`src/rtl/mem_arb_pkg.sv`:
```
// rtl/mem_arb_pkg.sv - shared types and limits for the shared data-memory arbiter
package mem_arb_pkg;

    typedef enum logic [1:0] {
        ST_IDLE = 2'd0,
        ST_WAIT = 2'd1,
        ST_DONE = 2'd2
    } arb_state_t;

    localparam int CORES_MIN     = 2;
    localparam int CORES_MAX     = 8;
    localparam int LAT_MIN       = 1;
    localparam int LAT_MAX       = 4;
    localparam int CNT_W         = 3;
    localparam int NUM_CORES_DEF = 4;
    localparam int IDX_W_DEF     = $clog2(NUM_CORES_DEF);

    function automatic int idx_width(input int n);
        return (n < 2) ? 1 : $clog2(n);
    endfunction

endpackage

```
`src/rtl/rr_priority_picker.sv`:
```
// rtl/rr_priority_picker.sv - first set request at or after a pointer, wrapping
module rr_priority_picker
    import mem_arb_pkg::*;
#(
    parameter int N     = NUM_CORES_DEF,
    parameter int IDX_W = IDX_W_DEF
) (
    input  logic [N-1:0]     i_req,
    input  logic [IDX_W-1:0] i_ptr,
    output logic             o_valid,
    output logic [IDX_W-1:0] o_idx
);
    localparam int SUM_W = IDX_W + 1;

    logic [N-1:0]     w_rot;
    logic [IDX_W-1:0] w_off;
    logic [SUM_W-1:0] w_sum;

    // Rotate so bit 0 is the request at the pointer; the lowest set bit is the winner.
    assign w_rot = N'({i_req, i_req} >> i_ptr);

    always_comb begin
        w_off = '0;
        for (int k = N - 1; k >= 0; k--) begin
            if (w_rot[k]) begin
                w_off = IDX_W'(k);
            end
        end
    end

    assign w_sum   = {1'b0, i_ptr} + {1'b0, w_off};
    assign o_valid = |i_req;
    assign o_idx   = (w_sum >= SUM_W'(N)) ? IDX_W'(w_sum - SUM_W'(N)) : w_sum[IDX_W-1:0];

endmodule

```
`src/rtl/shared_mem_arbiter.sv`:
```
// rtl/shared_mem_arbiter.sv - round-robin sharing of one fixed-latency data-memory port among cores
module shared_mem_arbiter
    import mem_arb_pkg::*;
#(
    parameter int NUM_CORES = 4,
    parameter int ADDR_W    = 32,
    parameter int DATA_W    = 32,
    parameter int MEM_LAT   = 1
) (
    input  logic                          Clk,
    input  logic                          Rst,
    input  logic [NUM_CORES-1:0]          core_req,
    input  logic [NUM_CORES-1:0]          core_we,
    input  logic [NUM_CORES-1:0]          core_half,
    input  logic [NUM_CORES-1:0]          core_byte,
    input  logic [NUM_CORES*ADDR_W-1:0]   core_addr,
    input  logic [NUM_CORES*DATA_W-1:0]   core_wdata,
    output logic [NUM_CORES-1:0]          core_stall,
    output logic [NUM_CORES-1:0]          core_done,
    output logic [DATA_W-1:0]             core_rdata,
    output logic                          mem_en,
    output logic                          mem_we,
    output logic                          mem_half,
    output logic                          mem_byte,
    output logic [ADDR_W-1:0]             mem_addr,
    output logic [DATA_W-1:0]             mem_wdata,
    input  logic [DATA_W-1:0]             mem_rdata
);
    localparam int IDX_W = idx_width(NUM_CORES);

    if (MEM_LAT < LAT_MIN || MEM_LAT > LAT_MAX) begin : g_bad_lat
        $error("shared_mem_arbiter: MEM_LAT must lie within 1..4");
    end
    if (NUM_CORES < CORES_MIN || NUM_CORES > CORES_MAX) begin : g_bad_cores
        $error("shared_mem_arbiter: NUM_CORES must lie within 2..8");
    end

    arb_state_t           r_state;
    logic [IDX_W-1:0]     r_rr_ptr;
    logic [IDX_W-1:0]     r_owner;
    logic [CNT_W-1:0]     r_cnt;
    logic [NUM_CORES-1:0] r_done;
    logic [DATA_W-1:0]    r_rdata;
    logic                 r_mem_en;
    logic                 r_mem_we;
    logic                 r_mem_half;
    logic                 r_mem_byte;
    logic [ADDR_W-1:0]    r_mem_addr;
    logic [DATA_W-1:0]    r_mem_wdata;

    logic [ADDR_W-1:0]    w_addr  [NUM_CORES];
    logic [DATA_W-1:0]    w_wdata [NUM_CORES];
    logic                 w_valid;
    logic [IDX_W-1:0]     w_idx;
    logic [IDX_W-1:0]     w_next_ptr;

    for (genvar g = 0; g < NUM_CORES; g++) begin : g_unpack
        assign w_addr[g]  = core_addr[g*ADDR_W +: ADDR_W];
        assign w_wdata[g] = core_wdata[g*DATA_W +: DATA_W];
    end

    rr_priority_picker #(
        .N     (NUM_CORES),
        .IDX_W (IDX_W)
    ) u_picker (
        .i_req   (core_req),
        .i_ptr   (r_rr_ptr),
        .o_valid (w_valid),
        .o_idx   (w_idx)
    );

    assign w_next_ptr = (w_idx == IDX_W'(NUM_CORES - 1)) ? '0 : w_idx + IDX_W'(1);

    always_ff @(posedge Clk or posedge Rst) begin
        if (Rst) begin
            r_state     <= ST_IDLE;
            r_rr_ptr    <= '0;
            r_owner     <= '0;
            r_cnt       <= '0;
            r_done      <= '0;
            r_rdata     <= '0;
            r_mem_en    <= 1'b0;
            r_mem_we    <= 1'b0;
            r_mem_half  <= 1'b0;
            r_mem_byte  <= 1'b0;
            r_mem_addr  <= '0;
            r_mem_wdata <= '0;
        end else begin
            r_done   <= '0;
            r_mem_en <= 1'b0;
            case (r_state)
                ST_IDLE: begin
                    if (w_valid) begin
                        r_owner     <= w_idx;
                        r_rr_ptr    <= w_next_ptr;
                        r_mem_en    <= 1'b1;
                        r_mem_we    <= core_we[w_idx];
                        r_mem_half  <= core_half[w_idx];
                        r_mem_byte  <= core_byte[w_idx];
                        r_mem_addr  <= w_addr[w_idx];
                        r_mem_wdata <= w_wdata[w_idx];
                        r_cnt       <= '0;
                        r_state     <= ST_WAIT;
                    end
                end
                ST_WAIT: begin
                    // The cycle the counter reaches MEM_LAT is the one where mem_rdata is valid.
                    if (r_cnt == CNT_W'(MEM_LAT)) begin
                        r_rdata <= mem_rdata;
                        r_done  <= NUM_CORES'(1) << r_owner;
                        r_state <= ST_DONE;
                    end else begin
                        r_cnt <= r_cnt + CNT_W'(1);
                    end
                end
                ST_DONE: begin
                    r_state <= ST_IDLE;
                end
                default: begin
                    r_state <= ST_IDLE;
                end
            endcase
        end
    end

    assign core_stall = core_req & ~r_done;
    assign core_done  = r_done;
    assign core_rdata = r_rdata;
    assign mem_en     = r_mem_en;
    assign mem_we     = r_mem_we;
    assign mem_half   = r_mem_half;
    assign mem_byte   = r_mem_byte;
    assign mem_addr   = r_mem_addr;
    assign mem_wdata  = r_mem_wdata;

endmodule
```
`config.mk`:
```
export PLATFORM = sky130hd
export DESIGN_NAME = shared_mem_arbiter
export DESIGN_NICKNAME = d
export VERILOG_FILES = /design/src/rtl/mem_arb_pkg.sv /design/src/rtl/rr_priority_picker.sv /design/src/rtl/shared_mem_arbiter.sv
export SDC_FILE = /design/constraint.sdc
export NUM_CORES = 1
export LEC_CHECK = 0
export CAP_MARGIN = 40
export CORE_AREA = 2 2 163 165
export CTS_CLUSTER_DIAMETER = 50
export DETAILED_ROUTE_END_ITERATION = 12
export DIE_AREA = 0 0 165 167
export GPL_ROUTABILITY_DRIVEN = 0
export HOLD_SLACK_MARGIN = 0.02
export PLACE_DENSITY_LB_ADDON = 0.1
export SLEW_MARGIN = 20
export SYNTH_ARGS = -nofsm -noshare
export SYNTH_HDL_FRONTEND = slang
export SYNTH_HIERARCHICAL = 1
export SYNTH_SLANG_ARGS = --single-unit
```
`constraint.sdc`:
```
create_clock -name Clk -period 5.7 [get_ports Clk]
set_clock_uncertainty 0.1 [all_clocks]
set_input_delay 1.14 -clock Clk [delete_from_list [all_inputs] [get_ports Clk]]
set_output_delay 1.14 -clock Clk [all_outputs]
set_load 0.02 [all_outputs]
```
; ---- Word-level counts from Yosys, hierarchy flattened
; Cells that the tools add are included.
[op_classes]
mul = 0
n_lt_le_gt_ge = 3
bitwise_logic = 3
n_shift = 2
div_mod_pow = 0
n_reduce_logical = 7
n_addsub = 4
mux = 28
n_eq_ne = 6
[op_table]
columns = cell, count
row1 = binary-select mux 32 bit (select 2 bit), 2
row2 = two-way mux 32 bit, 4
row3 = two-way mux 2 bit, 8
row4 = two-way mux 4 bit, 2
row5 = right shift 8 x 2 -> 4 bit, 1
row6 = binary-select mux 1 bit (select 2 bit), 3
row7 = ">= comparator 3 bit, second input constant", 2
row8 = two-way mux 3 bit, 2
row9 = one-hot mux 3 bit (2 select lines), 1
row10 = AND reduction 2 bit, 3
row11 = two-way mux 1 bit, 5
row12 = bitwise AND 4 bit, 1
row13 = "inequality test 2 bit, second input constant", 2
row14 = NOT 4 bit, 1
row15 = one-hot mux 2 bit (2 select lines), 1
row16 = OR reduction 4 bit, 1
row17 = "<< shifter 1 x 2 -> 4 bit, first input constant", 1
row18 = adder 2 x 2 -> 3 bit, 1
row19 = "adder 3 x 1 -> 3 bit, second input constant", 1
row20 = "equality test 3 x 1 -> 1 bit, second input constant", 1
row21 = "less-than comparator 2 x 3 -> 1 bit, second input constant", 1
row22 = NOT 2 -> 3 bit, 1
row23 = AND reduction 3 bit, 1
row24 = "adder 2 x 1 -> 2 bit, second input constant", 1
row25 = other kinds (6), 6
[totals]
memories = 0
in_bits = 306
latchBits = 0
mem_bits_ro = 0
output_inout_bits = 108
register_bits = 113
wordCells = 65
mem_bits_rw = 0

; ---- Depth between registers and ports, before layout
[depth]
ltp_word = 12
depth_mapped = 13

; ---- By module
; The synthesis kept the hierarchy.
[modules_own_cells]
columns = module, cells_per_inst, n_inst, area_each_um2
row1 = shared_mem_arbiter, 497, 1, 5992.0
row2 = rr_priority_picker, 27, 1, 178.9

; ---- Least setup slack after synthesis
; OpenSTA, ideal clock, no wires.
[synth_timing]
path_kind = in2reg
from = input core_req[0]
to = register r_mem_wdata[13] (netlist: mem_wdata[13])
slack_ns = 2.387
setup_time_ns = 0.133
arrival_ns = 3.080
t_required_ns = 5.467
n_path_buf = 3
stages = 12
cell_sequence = nor2_1 -> nor3_1 -> a21oi_1 -> o211ai_1 -> ha_1 -> xor2_1 -> xnor2_1 -> buf_2 -> buf_2 -> buf_2 -> mux2i_1 -> o221ai_2
[synth_between]
elab_chain_len = 12
[synth_rtl]
columns = element, line
row1 = start: declaration, shared_mem_arbiter.sv:12  ; input logic [NUM_CORES-1:0] core_req,
row2 = right shift 8 x 2 -> 4 bit (*), rr_priority_picker.sv:20  ; assign w_rot = N'({i_req, i_req} >> i_ptr);
row3 = two-way mux 2 bit (3 in a row), rr_priority_picker.sv:25  ; if (w_rot[k]) begin
row4 = two-way mux 2 bit (*), rr_priority_picker.sv:25
row5 = adder 2 x 2 -> 3 bit (*), rr_priority_picker.sv:31  ; assign w_sum = {1'b0, i_ptr} + {1'b0, w_off};
row6 = >= comparator 3 bit or subtractor 2 x 1 -> 2 bit (tied branches), rr_priority_picker.sv:33  ; assign o_idx = (w_sum >= SUM_W'(N)) ? IDX_W'(w_sum - SUM_W'(N)) : w_sum[IDX_W-1:0];
row7 = two-way mux 2 bit (*), rr_priority_picker.sv:33
row8 = net w_idx[1], shared_mem_arbiter.sv:54  ; logic [IDX_W-1:0] w_idx;
row9 = NOT 2 -> 3 bit (not written as such) (*), shared_mem_arbiter.sv:101  ; r_mem_wdata <= w_wdata[w_idx];
row10 = binary-select mux 32 bit (select 2 bit) (*), shared_mem_arbiter.sv:101
row11 = two-way mux 32 bit (not written as such) (*) (2 in a row), shared_mem_arbiter.sv:101
row12 = end signal: assignment, shared_mem_arbiter.sv:101
row13 = end: declaration, shared_mem_arbiter.sv:49  ; logic [DATA_W-1:0] r_mem_wdata;
; Mark *: on every way through the listed nets, which the timed path passes. The rest lies on a longest branch. The select of a mux whose other input is x is not followed.
; A chain may end at the register's enable or synchronous reset.

; ---- Worst setup path after layout
[layout_timing]
from = input core_req[2]
to = register r_mem_addr[26] (netlist: mem_addr[26])
[layout_between]
elab_chain_len = 12
[layout_rtl]
columns = element, line
row1 = right shift 8 x 2 -> 4 bit (*), rr_priority_picker.sv:20
row2 = two-way mux 2 bit (3 in a row), rr_priority_picker.sv:25
row3 = two-way mux 2 bit (*), rr_priority_picker.sv:25
row4 = adder 2 x 2 -> 3 bit (*), rr_priority_picker.sv:31
row5 = >= comparator 3 bit or subtractor 2 x 1 -> 2 bit (tied branches), rr_priority_picker.sv:33
row6 = two-way mux 2 bit (*), rr_priority_picker.sv:33
row7 = net w_idx[1], shared_mem_arbiter.sv:54
row8 = NOT 2 -> 3 bit (not written as such) (*), shared_mem_arbiter.sv:100  ; r_mem_addr <= w_addr[w_idx];
row9 = binary-select mux 32 bit (select 2 bit) (*), shared_mem_arbiter.sv:100
row10 = two-way mux 32 bit (not written as such) (*) (2 in a row), shared_mem_arbiter.sv:100
row11 = end signal: assignment, shared_mem_arbiter.sv:100
row12 = end: declaration, shared_mem_arbiter.sv:48  ; logic [ADDR_W-1:0] r_mem_addr;
; Marks and branches as above.

==> tab_implementation.tex <==
\begin{tabular}{lr}
\hline
Metric & Value \\
\hline
\multicolumn{2}{l}{\textbf{Clock tree}} \\
Clock network latency to the later pin of the worst-skew pair & 0.42 ns \\
Clock tree from TritonCTS & built \\
Number of sinks on the clock net & 113 \\
Root buffer cell & sky130\_fd\_sc\_hd\_\_clkbuf\_16 \\
Buffer count from post-CTS setup fixing & 0 \\
Largest buffer count on any clock path & 2 \\
Count of hold-fix buffers inserted at cts & 0 \\
Number of buffers created by CTS & 17 \\
PostCTS Resize Cnt & 0 \\
CTS clock-pin slew for the worst setup and hold paths & 0.06 ns \\
Max H-tree Level & 4 \\
\multicolumn{2}{l}{\textbf{Setup path}} \\
Endpoint arrival time on the critical path & 4.11 ns \\
Delay contributed by the slowest stage of the critical path & 0.65 ns \\
CP max stage cell & sky130\_fd\_sc\_hd\_\_xnor2\_2 \\
Critical Path Fanout Max & 21 \\
Critical path data required time & 5.87 ns \\
Critical path class & primary input to flip-flop \\
Cells along the critical path & clkdlybuf4s50\_1, nor2\_1, nor3\_1, a21oi\_1, o211ai\_1, ha\_1, xor2\_1, xnor2\_2, buf\_4, mux2i\_1, o221ai\_1 \\
Crit start category & primary input \\
Critical path capture point type & flip-flop \\
\multicolumn{2}{l}{\textbf{Placed design}} \\
Dpl hpwl & 18600 um \\
Port bufs & 413 \\
Worst slack at placement & 1.31 ns \\
Placed Instance Area & 10700 sq um \\
\multicolumn{2}{l}{\textbf{Finish}} \\
Final cell area excluding filler cells & 11300 sq um \\
Most frequent cells in the layout & 413 x sky130\_fd\_sc\_hd\_\_clkdlybuf4s50\_1, 135 x sky130\_fd\_sc\_hd\_\_mux2i\_1, 113 x sky130\_fd\_sc\_hd\_\_dfrtp\_1 \\
Ratio of cells with drive above 1 in the final layout & 0.115 \\
Number of filler cells placed in the layout & 2525 \\
Nets@finish & 1238 \\
Area overhead of the layout relative to synthesis & 83.1\% \\
Most common cell after layout, fill and taps aside & sky130\_fd\_sc\_hd\_\_clkdlybuf4s50\_1 \\
\multicolumn{2}{l}{\textbf{GRT}} \\
All-layer global routing usage & 0.177 \\
Global-route wire length before repair & 36300 um \\
Overall overflow remaining after global route & 0 \\
Initial antenna violation count & 2 \\
Pin count of the biggest net entering global routing & 47 \\
Via count of the first global-routing pass & 5940 \\
\multicolumn{2}{l}{\textbf{Floorplan}} \\
Die area & 27600 sq um \\
Number of placed I/O pins & 414 \\
Starting Density & 0.240 \\
Std-Cell Core Area & 25800 sq um \\
Horiz. Die Dim & 165 um \\
FP Rows & 59 \\
Die Y & 167 um \\
\multicolumn{2}{l}{\textbf{Synthesis}} \\
Share of synthesized flip-flops with an asynchronous set or reset & 1.00 \\
Dominant synthesized flop cell & sky130\_fd\_sc\_hd\_\_dfrtp\_1 \\
Number of standard cells after synthesis & 524 \\
Fraction of the yosys area taken by sequential cells & 0.458 \\
Average cell area after synthesis & 11.8 sq um \\
Number of synthesized register bits & 113 \\
Synth unique cells & 40 \\
Number of flops mapped to enable cells by yosys & 0 \\
Post-Syn Area & 6170 sq um \\
Total of warnings raised by yosys & 6 \\
Post-Syn Nets & 834 \\
\multicolumn{2}{l}{\textbf{STA}} \\
Slew of the pin with the lowest slew margin & 0.779 ns \\
Final critical path time including I/O delays and setup & 3.94 ns \\
Final worst-path cycle share & 0.691 \\
Minimum setup slack in the final design & 1.76 ns \\
Achievable Freq & 254 MHz \\
Final setup violation count & 0 \\
Setup repair after global routing missed its margin & false \\
Final count of pins violating max slew & 0 \\
Max-slew headroom & 0.478 \\
Total count of hold-check failures in the final report & 0 \\
Summed negative setup slack over all endpoints & 0 ns \\
\multicolumn{2}{l}{\textbf{Route}} \\
Count of TritonRoute iterations in the first routing pass & 4 \\
Per-cell routed wire length & 19.4 um \\
Antenna viol nets, final & 0 \\
Count of unresolved DRC violations after routing & 0 \\
Post-detailed-routing wire length & 24800 um \\
Number of design-rule violations left by the first detailed-router iteration & 162 \\
Via-per-instance ratio & 4.52 \\
Total number of vias & 5771 \\
\multicolumn{2}{l}{\textbf{Power}} \\
Peak supply drop & 0.000364 V \\
Power density of the placed cells & 586 nW/um\^{}2 \\
Total leakage power & 4.73 nW \\
\multicolumn{2}{l}{\textbf{Worst hold path}} \\
Hold crit path type & flip-flop to flip-flop \\
\multicolumn{2}{l}{\textbf{Outcome}} \\
Outcome & finished clean \\
\multicolumn{2}{l}{\textbf{Run}} \\
Number of maximum-capacitance violations & 0 \\
\hline
\end{tabular}
[where the power goes]
part	internal, mW	switching, mW	total, mW
logic	2.01	2.09	4.11
clock network	0.647	0.430	1.08
registers	1.21	0.229	1.44
total	3.87	2.75	6.62
[worst paths after layout]
path                              start        endpoint  slack (ns)  cells after the start
setup / recovery            core_req[2]    mem_addr[26]        1.76                     11
hold / removal             mem_addr[25]    mem_addr[25]        0.38                      2
setup reg to reg            r_rr_ptr[0]    mem_addr[26]        2.55                     10
hold reg to reg            mem_addr[25]    mem_addr[25]        0.38                      2
max in group asynchronous           Rst     mem_addr[3]        3.52                      4
min in group asynchronous           Rst  core_rdata[30]        0.95                      2
[metal layers]
metal	vias up	routed length [um]	global-route usage
met5	-	0	0
li1	2786	-	-
met1	2753	9770	0.202
met4	0	458	0.0609
met2	210	13100	0.315
met3	22	1510	0.0456
[registers in the layout (all words and copies together), names as in the netlist, 2 cells and up]
register,count
mem_addr,32
mem_wdata,32
core_done,4
r_cnt,3
r_owner,2
r_state,2
r_rr_ptr,2
core_rdata,32
[per-stage QoR]
stage	hold slack (ns)	util	total power, mW	std cells
finish	0.382	0.439	6.62	1276
global route	0.399	0.439	7.04	1276
CTS	0.389	0.439	6.74	1275
detailed placement	0.370	0.416	5.62	1244
global placement	0.369	0.414	5.57	1241
floorplan	0.349	-	4.06	524
[cell usage after synthesis (2+ instances only)]
master / instances / area share
sky130_fd_sc_hd__ha_1: 4 / 0.0081
sky130_fd_sc_hd__clkbuf_1: 18 / 0.011
sky130_fd_sc_hd__nand2b_1: 3 / 0.0030
sky130_fd_sc_hd__o21ai_0: 2 / 0.0016
sky130_fd_sc_hd__o221ai_2: 19 / 0.046
sky130_fd_sc_hd__nor3_1: 2 / 0.0016
sky130_fd_sc_hd__a22o_1: 3 / 0.0043
sky130_fd_sc_hd__a21oi_1: 2 / 0.0016
sky130_fd_sc_hd__buf_4: 3 / 0.0036
sky130_fd_sc_hd__nor3b_1: 3 / 0.0036
sky130_fd_sc_hd__nor2_1: 6 / 0.0036
sky130_fd_sc_hd__buf_1: 3 / 0.0018
sky130_fd_sc_hd__inv_1: 4 / 0.0024
sky130_fd_sc_hd__o221ai_1: 48 / 0.068
sky130_fd_sc_hd__mux2i_1: 135 / 0.22
sky130_fd_sc_hd__nand2_1: 79 / 0.048
sky130_fd_sc_hd__dfrtp_1: 113 / 0.46
sky130_fd_sc_hd__a31oi_1: 2 / 0.0020
sky130_fd_sc_hd__nor2b_1: 4 / 0.0041
sky130_fd_sc_hd__buf_6: 5 / 0.0091
sky130_fd_sc_hd__buf_2: 14 / 0.011
sky130_fd_sc_hd__mux2_2: 34 / 0.062
[critical path, delay by kind of cell]
family / cells / cell delay, ns
buffers and inverters: 2 / 1.03
xor gates and xnor gates: 2 / 0.81
AOI/OAI and AO/OA: 3 / 0.41
and+or+nand+nor: 2 / 0.26
muxes: 1 / 0.24
adders and majority gates: 1 / 0.20
[cell type report]
cell class                 count  area [sq um]  share of cell area
inverter                       5          26.3             0.00233
multi-input combinational    363          3120               0.276
timing repair buffer         428          4320               0.382
tap                          335           419              0.0371
clock inverter                14           158              0.0140
clock buffer                  17           425              0.0376
sequential                   113          2830               0.250
antenna                        1          2.50            0.000221
[cell families (layout without fill, tap and decap cells)]
logic type | count (synthesis) | in the layout | share of synthesized area
mux | 169 | 169 | 0.281
flops | 113 | 113 | 0.458
simple gates | 107 | 107 | 0.0779
compound gates | 81 | 81 | 0.131
buf+inv | 48 | 464 | 0.0408
fa+ha+maj | 4 | 4 | 0.00811
xor+xnor | 2 | 2 | 0.00284
other cells | 0 | 1 | 0
(Power assumes the default switching activity.)
